File: src/rtl/ipbb_igr_arb_pkg.sv
// Shared types and width helpers for the ingress arbiter / packet selector pair.
package ipbb_igr_arb_pkg;

   typedef enum logic {
      IDLE = 1'b0,
      XFER = 1'b1
   } sel_state_e;

   localparam int DEF_NUM_QUE      = 4;
   localparam int DEF_NUM_PRIORITY = 2;
   localparam int DEF_DATA_WIDTH   = 64;

   // $clog2 that never returns 0, so single-entry fields still get one bit.
   function automatic int clog2_min1(input int n);
      return (n > 1) ? $clog2(n) : 1;
   endfunction

endpackage

File: src/rtl/ipbb_igr_pkt_sel.sv
// Packet selector behind the ingress priority arbiter: latches one grant, then
// streams that queue's whole packet through a registered output stage.
module ipbb_igr_pkt_sel
   import ipbb_igr_arb_pkg::*;
#(
   parameter int NUM_QUE            = DEF_NUM_QUE,
   parameter int NUM_PRIORITY       = DEF_NUM_PRIORITY,
   parameter int DATA_WIDTH         = DEF_DATA_WIDTH,
   parameter int EMPTY_WIDTH        = clog2_min1(DATA_WIDTH / 8),
   parameter int NUM_QUE_WIDTH      = clog2_min1(NUM_QUE),
   parameter int NUM_PRIORITY_WIDTH = clog2_min1(NUM_PRIORITY)
) (
   input  logic                                             clk,
   input  logic                                             rst_n,
   // Per-queue vectors are flattened with index prio*NUM_QUE + que.
   input  logic [NUM_PRIORITY*NUM_QUE-1:0]                  i_valid,
   input  logic [NUM_PRIORITY*NUM_QUE*DATA_WIDTH-1:0]       i_data,
   input  logic [NUM_PRIORITY*NUM_QUE-1:0]                  i_sop,
   input  logic [NUM_PRIORITY*NUM_QUE-1:0]                  i_eop,
   input  logic [NUM_PRIORITY*NUM_QUE*EMPTY_WIDTH-1:0]      i_empty,
   output logic [NUM_PRIORITY*NUM_QUE-1:0]                  o_ready,
   output logic [NUM_PRIORITY*NUM_QUE-1:0]                  arb_req,
   output logic                                             arb_en,
   input  logic                                             arb_gnt_vld,
   input  logic [NUM_QUE_WIDTH-1:0]                         arb_gnt_id,
   input  logic [NUM_PRIORITY_WIDTH-1:0]                    arb_gnt_prio_id,
   output logic                                             o_valid,
   output logic                                             o_sop,
   output logic                                             o_eop,
   output logic [DATA_WIDTH-1:0]                            o_data,
   output logic [EMPTY_WIDTH-1:0]                           o_empty,
   output logic [NUM_QUE_WIDTH-1:0]                         o_que_id,
   output logic [NUM_PRIORITY_WIDTH-1:0]                    o_prio_id,
   input  logic                                             i_ready,
   output logic                                             o_err_sop
);

   localparam int NUM_SEL = NUM_PRIORITY * NUM_QUE;

   sel_state_e                    state_reg;
   logic [NUM_QUE_WIDTH-1:0]      sel_que_reg;
   logic [NUM_PRIORITY_WIDTH-1:0] sel_prio_reg;
   logic                          first_beat_reg;

   logic                          o_valid_reg;
   logic                          o_sop_reg;
   logic                          o_eop_reg;
   logic [DATA_WIDTH-1:0]         o_data_reg;
   logic [EMPTY_WIDTH-1:0]        o_empty_reg;
   logic [NUM_QUE_WIDTH-1:0]      o_que_id_reg;
   logic [NUM_PRIORITY_WIDTH-1:0] o_prio_id_reg;
   logic                          o_err_sop_reg;

   logic [NUM_SEL-1:0]            sel_hit;
   logic                          sel_valid;
   logic                          sel_sop;
   logic                          sel_eop;
   logic [DATA_WIDTH-1:0]         sel_data;
   logic [EMPTY_WIDTH-1:0]        sel_empty;
   logic                          out_ready;
   logic                          xfer_rdy;
   logic                          pop;

   // One-hot decode of the latched grant; only the selected queue may be popped.
   generate
      for (genvar gi = 0; gi < NUM_SEL; gi++) begin : g_sel
         assign sel_hit[gi] = (sel_prio_reg == NUM_PRIORITY_WIDTH'(gi / NUM_QUE)) &&
                              (sel_que_reg  == NUM_QUE_WIDTH'(gi % NUM_QUE));
         assign o_ready[gi] = sel_hit[gi] & xfer_rdy;
      end
   endgenerate

   always_comb begin
      sel_valid = |(i_valid & sel_hit);
      sel_sop   = |(i_sop & sel_hit);
      sel_eop   = |(i_eop & sel_hit);
      sel_data  = '0;
      sel_empty = '0;
      for (int i = 0; i < NUM_SEL; i++) begin
         sel_data  = sel_data  | (i_data[i*DATA_WIDTH +: DATA_WIDTH] & {DATA_WIDTH{sel_hit[i]}});
         sel_empty = sel_empty | (i_empty[i*EMPTY_WIDTH +: EMPTY_WIDTH] & {EMPTY_WIDTH{sel_hit[i]}});
      end
   end

   assign out_ready = ~o_valid_reg | i_ready;
   assign xfer_rdy  = (state_reg == XFER) & out_ready;
   assign pop       = xfer_rdy & sel_valid;
   assign arb_req   = i_valid & i_sop;
   // The arbiter must not advance while this block is held in reset.
   assign arb_en    = (state_reg == IDLE) & arb_gnt_vld & rst_n;

   always_ff @(posedge clk or negedge rst_n) begin
      if (!rst_n) begin
         state_reg      <= IDLE;
         sel_que_reg    <= '0;
         sel_prio_reg   <= '0;
         first_beat_reg <= 1'b0;
         o_valid_reg    <= 1'b0;
         o_sop_reg      <= 1'b0;
         o_eop_reg      <= 1'b0;
         o_data_reg     <= '0;
         o_empty_reg    <= '0;
         o_que_id_reg   <= '0;
         o_prio_id_reg  <= '0;
         o_err_sop_reg  <= 1'b0;
      end else begin
         o_err_sop_reg <= 1'b0;
         case (state_reg)
            IDLE: begin
               if (arb_gnt_vld) begin
                  sel_que_reg    <= arb_gnt_id;
                  sel_prio_reg   <= arb_gnt_prio_id;
                  first_beat_reg <= 1'b1;
                  state_reg      <= XFER;
               end
            end
            XFER: begin
               if (pop && sel_eop) state_reg <= IDLE;
            end
            default: state_reg <= IDLE;
         endcase

         if (pop) begin
            o_valid_reg    <= 1'b1;
            o_sop_reg      <= sel_sop;
            o_eop_reg      <= sel_eop;
            o_data_reg     <= sel_data;
            o_empty_reg    <= sel_empty;
            o_que_id_reg   <= sel_que_reg;
            o_prio_id_reg  <= sel_prio_reg;
            o_err_sop_reg  <= sel_sop & ~first_beat_reg;
            first_beat_reg <= 1'b0;
         end else if (i_ready) begin
            o_valid_reg <= 1'b0;
         end
      end
   end

   assign o_valid   = o_valid_reg;
   assign o_sop     = o_sop_reg;
   assign o_eop     = o_eop_reg;
   assign o_data    = o_data_reg;
   assign o_empty   = o_empty_reg;
   assign o_que_id  = o_que_id_reg;
   assign o_prio_id = o_prio_id_reg;
   assign o_err_sop = o_err_sop_reg;

endmodule
File: config.mk
export PLATFORM = sky130hd
export DESIGN_NAME = ipbb_igr_pkt_sel
export DESIGN_NICKNAME = d
export VERILOG_FILES = /design/src/rtl/ipbb_igr_arb_pkg.sv /design/src/rtl/ipbb_igr_pkt_sel.sv
export SDC_FILE = /design/constraint.sdc
export NUM_CORES = 1
export LEC_CHECK = 0
export BUFFER_PORTS_ARGS = -buffer_cell sky130_fd_sc_hd__buf_4
export CAP_MARGIN = 20
export CELL_PAD_IN_SITES_DETAIL_PLACEMENT = 0
export CELL_PAD_IN_SITES_GLOBAL_PLACEMENT = 1
export CORE_AREA = 4 4 257 259
export CTS_CLUSTER_SIZE = 12
export DETAILED_ROUTE_END_ITERATION = 12
export DIE_AREA = 0 0 261 263
export PLACE_DENSITY = 0.45
export SETUP_SLACK_MARGIN = 0.05
export SYNTH_ARGS = -nofsm -noshare
export SYNTH_HDL_FRONTEND = slang
export SYNTH_SLANG_ARGS = --single-unit
File: constraint.sdc
create_clock -name clk -period 1.8 [get_ports clk]
set_input_delay 0.18 -clock clk [delete_from_list [all_inputs] [get_ports clk]]
set_output_delay 0.18 -clock clk [all_outputs]
set_load 0.05 [all_outputs]
==> Word-level counts from Yosys, hierarchy flattened <==
Index checks and enable logic that the tools add are counted.
{ "totals": {"register_bits": 79, "in_bits": 567} }
{ "classes": {"muxes": 9, "reduce_logical": 17, "n_eq_ne": 4, "bitwise_logic": 52} }
{ "ops": {"columns": ["cell", "n"], "rows": [
  ["$and 64x64->64", 8],
  ["$or 64x64->64", 7],
  ["$and 8x8->8", 4],
  ["$and 3x3->3", 8],
  ["$reduce_or 8->1", 3],
  ["$or 3x3->3", 7],
  ["$and 1x1->1", 13],
  ["$logic_and 1x1->1", 9],
  ["$mux 1", 8],
  ["$eq 2x2->1 const B", 2],
  ["$not 1->1", 4],
  ["$reduce_and 2->1", 2],
  ["$reduce_bool 2->1", 2],
  ["$eq 2x1->1 const B", 1],
  ["$logic_not 2->1", 1],
  ["$ne 2x1->1 const B", 1],
  ["$pmux 1 s2", 1],
  ["$or 1x1->1", 1]
]} }

==> Longest topological paths before layout <==
Gate-level depths: netlist of run 1.
{ "logic_depth": {"word_depth": 10, "mapped_depth": 9, "depth_no_buf": 5} }

==> Worst setup path after synthesis of run 1 <==
Ideal clock, no wire load.
{ "synth_timing": {"kind": "reg-to-output", "startpoint": "register sel_prio_reg", "endpoint": "output o_ready[0]", "t_arrival_ns": 2.319, "slack_ns": -0.699, "required_ns": 1.620, "path_stages_with_launch": 7, "n_path_buf": 5, "cell_sequence": "dfrtp_1 buf_4 buf_2 buf_4 buf_4 buf_2 nor3_1"} }
{ "synth_via": {"elab_chain_cells": 3} }
{ "synth_lines": {"columns": ["item", "line_no", "text"], "rows": [
  ["start: declaration", "ipbb_igr_pkt_sel.sv:42", "logic [NUM_PRIORITY_WIDTH-1:0] sel_prio_reg;"],
  ["start signal: assignment", "ipbb_igr_pkt_sel.sv:112", "sel_prio_reg <= arb_gnt_prio_id;"],
  ["$not 1->1", "ipbb_igr_pkt_sel.sv:67", "assign sel_hit[gi] = (sel_prio_reg == NUM_PRIORITY_WIDTH'(gi / NUM_QUE)) &&"],
  ["$logic_and 1x1->1", "ipbb_igr_pkt_sel.sv:67", null],
  ["$and 1x1->1", "ipbb_igr_pkt_sel.sv:69", "assign o_ready[gi] = sel_hit[gi] & xfer_rdy;"],
  ["end: declaration", "ipbb_igr_pkt_sel.sv:21", "output logic [NUM_PRIORITY*NUM_QUE-1:0] o_ready,"]
]} }
No other way between the ends.

==> Worst setup path in the final report of run 1 <==
{ "layout_timing": {"startpoint": "register sel_prio_reg", "endpoint": "register o_data_reg[55], in the netlist o_data[55]"} }
{ "layout_via": {"elab_chain_cells": 10, "elab_cells_between_ends": 27, "classes_between": "bitwise (18); reduce/logical (9)"} }
{ "layout_lines": {"columns": ["item", "line_no", "text"], "rows": [
  ["$not 1->1", "ipbb_igr_pkt_sel.sv:67", null],
  ["$logic_and 1x1->1", "ipbb_igr_pkt_sel.sv:67", null],
  ["$and 64x64->64", "ipbb_igr_pkt_sel.sv:80", "sel_data = sel_data | (i_data[i*DATA_WIDTH +: DATA_WIDTH] & {DATA_WIDTH{sel_hit[i]}});"],
  ["$or 64x64->64 (7 in a row)", "ipbb_igr_pkt_sel.sv:80", null],
  ["end signal: assignment", "ipbb_igr_pkt_sel.sv:127", "o_data_reg <= sel_data;"],
  ["end: declaration", "ipbb_igr_pkt_sel.sv:48", "logic [DATA_WIDTH-1:0] o_data_reg;"]
]} }
Parallel ways exist; a longest one is shown, timed or not.
A chain may end at the register's enable or synchronous reset.

==> impl_metrics.csv, run 1 <==
group,metric,value,unit
cells_and_area,final_area,16300,µm²
cells_and_area,fin_nets,2136,
power_and_ir_drop,pwr-share-seq,10.8,%
setup_path,critPathRequiredTime,2.06,ns
sta,finalHoldViolations,0,
setup_path,crit_type,"reg2reg",
logic_synthesis,synth.avg_cell_area,9.06,µm²
floorplanning,die_h,263,µm
drt,vias,10100,
drt,wl_per_cell,25.0,µm
run_status,violations,"negative setup slack",
power_and_ir_drop,sw_frac_of_total,49.3,%
cells_and_area,multi_input_area,5320,µm²
logic_synthesis,syn_nets,1356,
drt,initialDrtViolationCount,429,
power_and_ir_drop,leakagePower,7.50,nW
sta,fin_crit_sh,120,%
sta,slew-limit-headroom,57.1,%
logic_synthesis,yosysMostFrequentCell,"nand2_1",
clocking,numCtsBuffers,9,
grt,grt_max_degree,80,
sta,rsz0062_at_grt,"true",
drt,ant_nets,0,
grt,grt_overflow,0,
logic_synthesis,netlist_area,7150,µm²
drt,wl,60800,µm
setup_path,crit_arrival,2.41,ns
sta,drv_slew,0,
floorplanning,coreArea,63900,µm²
floorplanning,start_util,11.2,%
sta,worst_slack,-0.351,ns
grt,grt_first_pass_wirelength,81700,µm
power_and_ir_drop,power.internal,16.2,mW
logic_synthesis,ys_ff_latch,79,
logic_synthesis,yosysTopAreaCellShare,27.7,%
place,post_dp_cell_area,14100,µm²
logic_synthesis,synthTopCellsByCount,"nand2_1, a221oi_1, dfrtp_1",
sta,period_minus_slack,2.15,ns
logic_synthesis,synth_warnings,0,
power_and_ir_drop,p_total,31.9,mW
cells_and_area,register_area,1990,µm²
logic_synthesis,synth_cells,789,
place,dp.cells,2336,
logic_synthesis,ys_top_cells_by_area,"dfrtp_1, a221oi_1, mux2_2",
grt,track_usage,16.6,%
floorplanning,die_x,261,µm
power_and_ir_drop,p_clk_share,7.1,%
cells_and_area,largest_reg_flops,64,
cells_and_area,final_cells,2434,
grt,antenna_found_initial,4,
logic_synthesis,ys_async_sr_fraction,100,%
clocking,clk_latency,0.37,ns
setup_path,reg2reg_slack,-0.35,ns
run_status,status,"complete, but fails checks",
place,port-buffer-count,657,
clocking,path_clk_slew,0.07,ns
logic_synthesis,synth_cell_types,44,
logic_synthesis,yosys.area.top_type,"dfrtp_1",
place,gp_congestion,0.813,
setup_path,cp-start-kind,"flop",
cells_and_area,fill_cells,6991,
place,hpwl,47800,µm
logic_synthesis,yosysSeqAreaShare,27.7,%
sta,setup-violations-final,84,
power_and_ir_drop,power_switching,15.7,mW
sta,max_clock_freq,465,MHz
drt,vias_per_cell,4.17,
power_and_ir_drop,power_frac_comb,82.1,%
power_and_ir_drop,powerDensity,1960,nW/µm²
floorplanning,num_io_pins,658,
logic_synthesis,synth_ff_type,"dfrtp_1",
clocking,cts_tree,"done",
sta,worst_pin_slew,0.643,ns
grt,grt_pass1_vias,11100,
clocking,clockBufferDepth,2,
setup_path,crit_path_max_fanout,8,
power_and_ir_drop,peakVddDrop,0.708,mV
clocking,numClockSinks,79,
drt,route.detailed.drc,0,
cells_and_area,area_delta_synth_final,128,%
cells_and_area,drive_above_1_share,68.2,%
floorplanning,dieArea,68600,µm²
worst_hold_path,hold_path_class,"in2reg",
setup_path,cp-end-kind,"flop",
logic_synthesis,synth-edff-count,0,
sta,skew,0.00891,ns
place,post-place-ws,-0.535,ns
run,cap_viol_max_count,0,
floorplanning,rows,93,
clocking,root_buffer,"clkbuf_16",
drt,dr.pass1.iters,5,
clocking,cts.htree.levels,3,
## area by class of cell
class | instances | share of cell area, %
repair buffers | 859 | 46.1
multi-input cells | 617 | 32.7
flip-flops and latches | 79 | 12.2
well taps | 855 | 6.57
clock buffers | 11 | 1.43
clock inverters | 5 | 0.653
inverters | 3 | 0.223
diodes | 5 | 0.0768
## critical path, stage by stage, from the launching register on
cell	delay [ns]
dfrtp_4	0.50
buf_12	0.14
buf_8	0.12
mux2_4	0.30
a32oi_4	0.18
a31o_4	0.24
buf_12	0.14
buf_12	0.16
clkbuf_16	0.17
o21ai_1	0.07
## path summary, 6_finish.rpt
check                               start        endpoint  depth (start not counted)
min reg2reg                first_beat_reg       o_err_sop                          1
min                         arb_gnt_id[1]  sel_que_reg[1]                          3
min in group asynchronous           rst_n      o_data[45]                          3
max reg2reg                  sel_prio_reg      o_data[55]                          9
max in group asynchronous           rst_n    sel_prio_reg                          3
max                          sel_prio_reg      o_data[55]                          9
## cells in the final DEF, fill, tap and decap left out, types with 6 or more instances in the layout
master / netlist / layout
a32o_1: 12 / 10
nand2_4: 0 / 11
dfrtp_1: 79 / 75
o22ai_1: 24 / 23
o21ai_1: 0 / 45
buf_8: 0 / 14
o21ai_0: 77 / 20
buf_6: 6 / 21
o21ai_2: 0 / 12
a21oi_1: 34 / 27
mux2i_1: 49 / 46
buf_12: 0 / 39
and2_1: 11 / 11
clkbuf_16: 0 / 12
a221oi_2: 0 / 17
a22o_1: 12 / 9
buf_4: 18 / 764
a221o_1: 6 / 6
nor2_4: 0 / 6
a221oi_1: 84 / 64
and2_0: 8 / 7
mux2_4: 6 / 6
mux2_2: 47 / 47
mux4_2: 22 / 22
nand2_1: 86 / 54
a21oi_2: 0 / 7
o22a_1: 7 / 7
nand2_2: 0 / 21
nor2_1: 35 / 27
a22oi_1: 50 / 46
buf_16: 0 / 13
## power groups by stage
stage / clock network, mW / logic (mW) / registers (mW)
after CTS: 2.43 / 25.5 / 3.41
after global routing: 2.46 / 27.9 / 3.54
final: 2.28 / 26.2 / 3.43
after floorplan: 0 / 8.92 / 5.92
after detailed placement: 0 / 20.7 / 3.47
after global placement: 0 / 20.7 / 3.43
## metrics by stage
step	hold slack [ns]	utilization, %	setup TNS [ns]
2_1_floorplan	-0.116	-	-0.178
3_3_place_gp	0.344	22.0	-20.19
3_5_place_dp	0.351	22.0	-20.32
4_1_cts	0.0316	24.8	-24.86
5_1_grt	0.0486	25.5	-28.67
6_report	0.0710	25.5	-22.18
## per-layer routing
metal	part of all wire, %	track usage (%)	vias up
li1	-	-	4722
met1	40	19.8	4894
met2	50	29.4	474
met3	7.9	4.36	51
met4	2.5	4.73	2
met5	0.021	0	-
## timing repair
action	CTS	global route
setup endpoints to repair	84	85
hold buffers	2	0
gates cloned	12	3
pin swaps	28	23
hold endpoints to repair	80	0
buffers inserted	50	17
resized for setup	198	84
## kinds of logic after synthesis
family | Yosys count | synth area share, %
AOI/OAI and AO/OA | 327 | 32.5
and+or+nand+nor | 166 | 10.2
muxes | 124 | 22.5
buffers and inverters | 93 | 7.12
DFF | 79 | 27.7
Note: power is estimated with default switching activity, not from simulation.
==> run 2, diff against run 1 <==
--- a/config.mk
+++ b/config.mk
@@ -9,10 +9,10 @@
 export CAP_MARGIN = 20
 export CELL_PAD_IN_SITES_DETAIL_PLACEMENT = 0
 export CELL_PAD_IN_SITES_GLOBAL_PLACEMENT = 1
-export CORE_AREA = 4 4 257 259
+export CORE_AREA = 4 4 252 254
 export CTS_CLUSTER_SIZE = 12
 export DETAILED_ROUTE_END_ITERATION = 12
-export DIE_AREA = 0 0 261 263
+export DIE_AREA = 0 0 256 258
 export PLACE_DENSITY = 0.45
 export SETUP_SLACK_MARGIN = 0.05
 export SYNTH_ARGS = -nofsm -noshare
==> constraint.sdc (replaced) <==
create_clock -name clk -period 2.75 [get_ports clk]
set_input_delay 0.275 -clock clk [delete_from_list [all_inputs] [get_ports clk]]
set_output_delay 0.275 -clock clk [all_outputs]
set_load 0.05 [all_outputs]
==> run 2 against run 1 <==
Compared with the run above: the flow now finishes without violations; utilization down 3.5 points; clock-buffer cell count unchanged; first-iteration DRC count up 19%; sequential power down 33%; final cell count down 8.5%; sequential share of layout area up 2.5 points; global-route usage up 0.96 points; total power down 51%; register-to-register slack better by 0.83 ns; setup slack better by 0.65 ns; via count down 6.3%; critical path type is now reg2out; largest power group unchanged; highest routed layer unchanged.
==> impl_metrics.csv, run 2 (synthesized netlist as in run 1, its figures left out) <==
group,metric,value,unit
run_status,status,"complete, no violations",
clocking,cts_resized,0,
drt,wl_per_cell,27.3,µm
clocking,cts.htree.levels,3,
sta,fin_tns_setup,0,ns
sta,worst_pin_slew,0.734,ns
grt,grt.busiest_layer,"met2",
power_and_ir_drop,powerDensity,1150,nW/µm²
cells_and_area,largest_reg_flops,64,
sta,fin_crit_sh,89.2,%
cells_and_area,final_common_cell,"buf_4",
clocking,clk_latency,0.37,ns
place,hpwl,50600,µm
setup_path,critPathRequiredTime,2.48,ns
clocking,numClockSinks,79,
clocking,clockBufferDepth,2,
cells_and_area,area_delta_synth_final,88.4,%
worst_hold_path,hold_path_class,"in2async",
place,gp_congestion,0.875,
grt,use_met3,5.25,%
grt,grt_overflow,0,
floorplanning,rows,91,
setup_path,cp-end-kind,"output pin",
sta,finalHoldWorstSlack,0.0588,ns
sta,skew,0.00608,ns
drt,vias,9501,
setup_path,crit_type,"reg2out",
drt,ant_nets,0,
grt,grt_pass1_vias,10200,
clocking,numCtsBuffers,9,
setup_path,crit_arrival,2.18,ns
floorplanning,die_h,258,µm
clocking,postCtsSetupRepairBufs,0,
sta,drv_slew,0,
run,cap_viol_max_count,0,
place,dp.cells,2204,
grt,antenna_found_initial,16,
grt,grt_first_pass_wirelength,82300,µm
clocking,ctsHoldBuffers,0,
cells_and_area,final_cells,2226,
clocking,cts_tree,"done",
floorplanning,die_x,256,µm
cells_and_area,final_cell_mix,"buf_4, nand2_1, a221oi_1",
cells_and_area,final_area,13500,µm²
sta,period_minus_slack,2.45,ns
drt,dr.pass1.iters,5,
grt,grt_max_degree,45,
setup_path,cp-start-kind,"flop",
power_and_ir_drop,leakagePower,6.23,nW
power_and_ir_drop,peakVddDrop,0.411,mV
cells_and_area,drive_above_1_share,57.3,%
sta,rsz0062_at_grt,"false",
drt,vias_per_cell,4.27,
clocking,path_clk_slew,0.07,ns
sta,max_clock_freq,408,MHz
grt,use_met2,30.1,%
floorplanning,dieArea,66000,µm²
clocking,root_buffer,"clkbuf_16",
drt,initialDrtViolationCount,509,
drt,route.detailed.drc,0,
place,port-buffer-count,657,
grt,grtUsageMet1,21.9,%
place,post_dp_cell_area,13200,µm²
cells_and_area,fill_cells,6882,
floorplanning,coreArea,61300,µm²
cells_and_area,fin_nets,1992,
drt,wl,60700,µm
setup_path,crit_path_max_fanout,19,
floorplanning,num_io_pins,658,
floorplanning,start_util,11.7,%
grt,track_usage,17.6,%
sta,slew-limit-headroom,51.0,%
sta,setup-violations-final,0,
sta,finalHoldViolations,0,
## run 2: cell types whose count changed in the layout (fill, tap and decap cells not counted), moves of 17 or more
cell / previous run / this run
buf_6: 21 / 0
o21ai_0: 20 / 77
buf_4: 764 / 704
nand2_1: 54 / 86
a221oi_1: 64 / 84
nand2_2: 21 / 0
buf_12: 39 / 11
o21ai_1: 45 / 0
a221oi_2: 17 / 0
## run 2: report_power, final
part           total, mW  switching, mW  internal, mW
combinational       12.0           7.53          4.51
clock               1.19          0.567         0.620
sequential          2.30          0.515          1.78
## run 2: critical path, cell delays in order, from the launching register on
cell	delay, ns
dfrtp_4	0.63
inv_2	0.35
nand2_1	0.30
nor3_1	0.26
buf_4	0.25
## run 2: metrics by stage
step,worst slack [ns],power [mW],util (%)
3_3_place_gp,0.449,14.5,21.5
6_report,0.297,15.5,22.0
2_1_floorplan,0.156,9.56,-
4_1_cts,0.171,15.9,22.0
3_5_place_dp,0.413,14.6,21.5
5_1_grt,0.147,16.6,22.0
## run 2: final timing paths
path	from	endpoint	slack (ns)	cells after the start
max in group asynchronous	rst_n	sel_que_reg[1]	2.09	2
worst min-delay path	rst_n	o_data[11]	0.06	2
worst max-delay path	sel_que_reg[1]	o_ready[0]	0.30	4
worst max register to register	sel_prio_reg	o_data[63]	0.48	7
worst min register to register	first_beat_reg	o_err_sop	0.45	1
min in group clk	arb_gnt_id[1]	sel_que_reg[1]	0.13	3
## run 2: final cells by class
| class | count | area [µm²] | share of cell area, % |
|---|---|---|---|
| timing repair buffer | 715 | 5510 | 40.9 |
| multi-input combinational | 617 | 4700 | 34.9 |
| sequential | 79 | 1990 | 14.8 |
| tap | 790 | 988 | 7.34 |
| clock buffer | 11 | 243 | 1.80 |
| antenna | 9 | 22.5 | 0.167 |
| inverter | 3 | 11.3 | 0.0836 |
| clock inverter | 2 | 10.0 | 0.0743 |
## run 2: metal layers
layer / up-vias / share of wire, %
met2: 434 / 50
met5: - / 0.081
met3: 41 / 6.9
met4: 8 / 1.1
li1: 4409 / -
met1: 4609 / 42
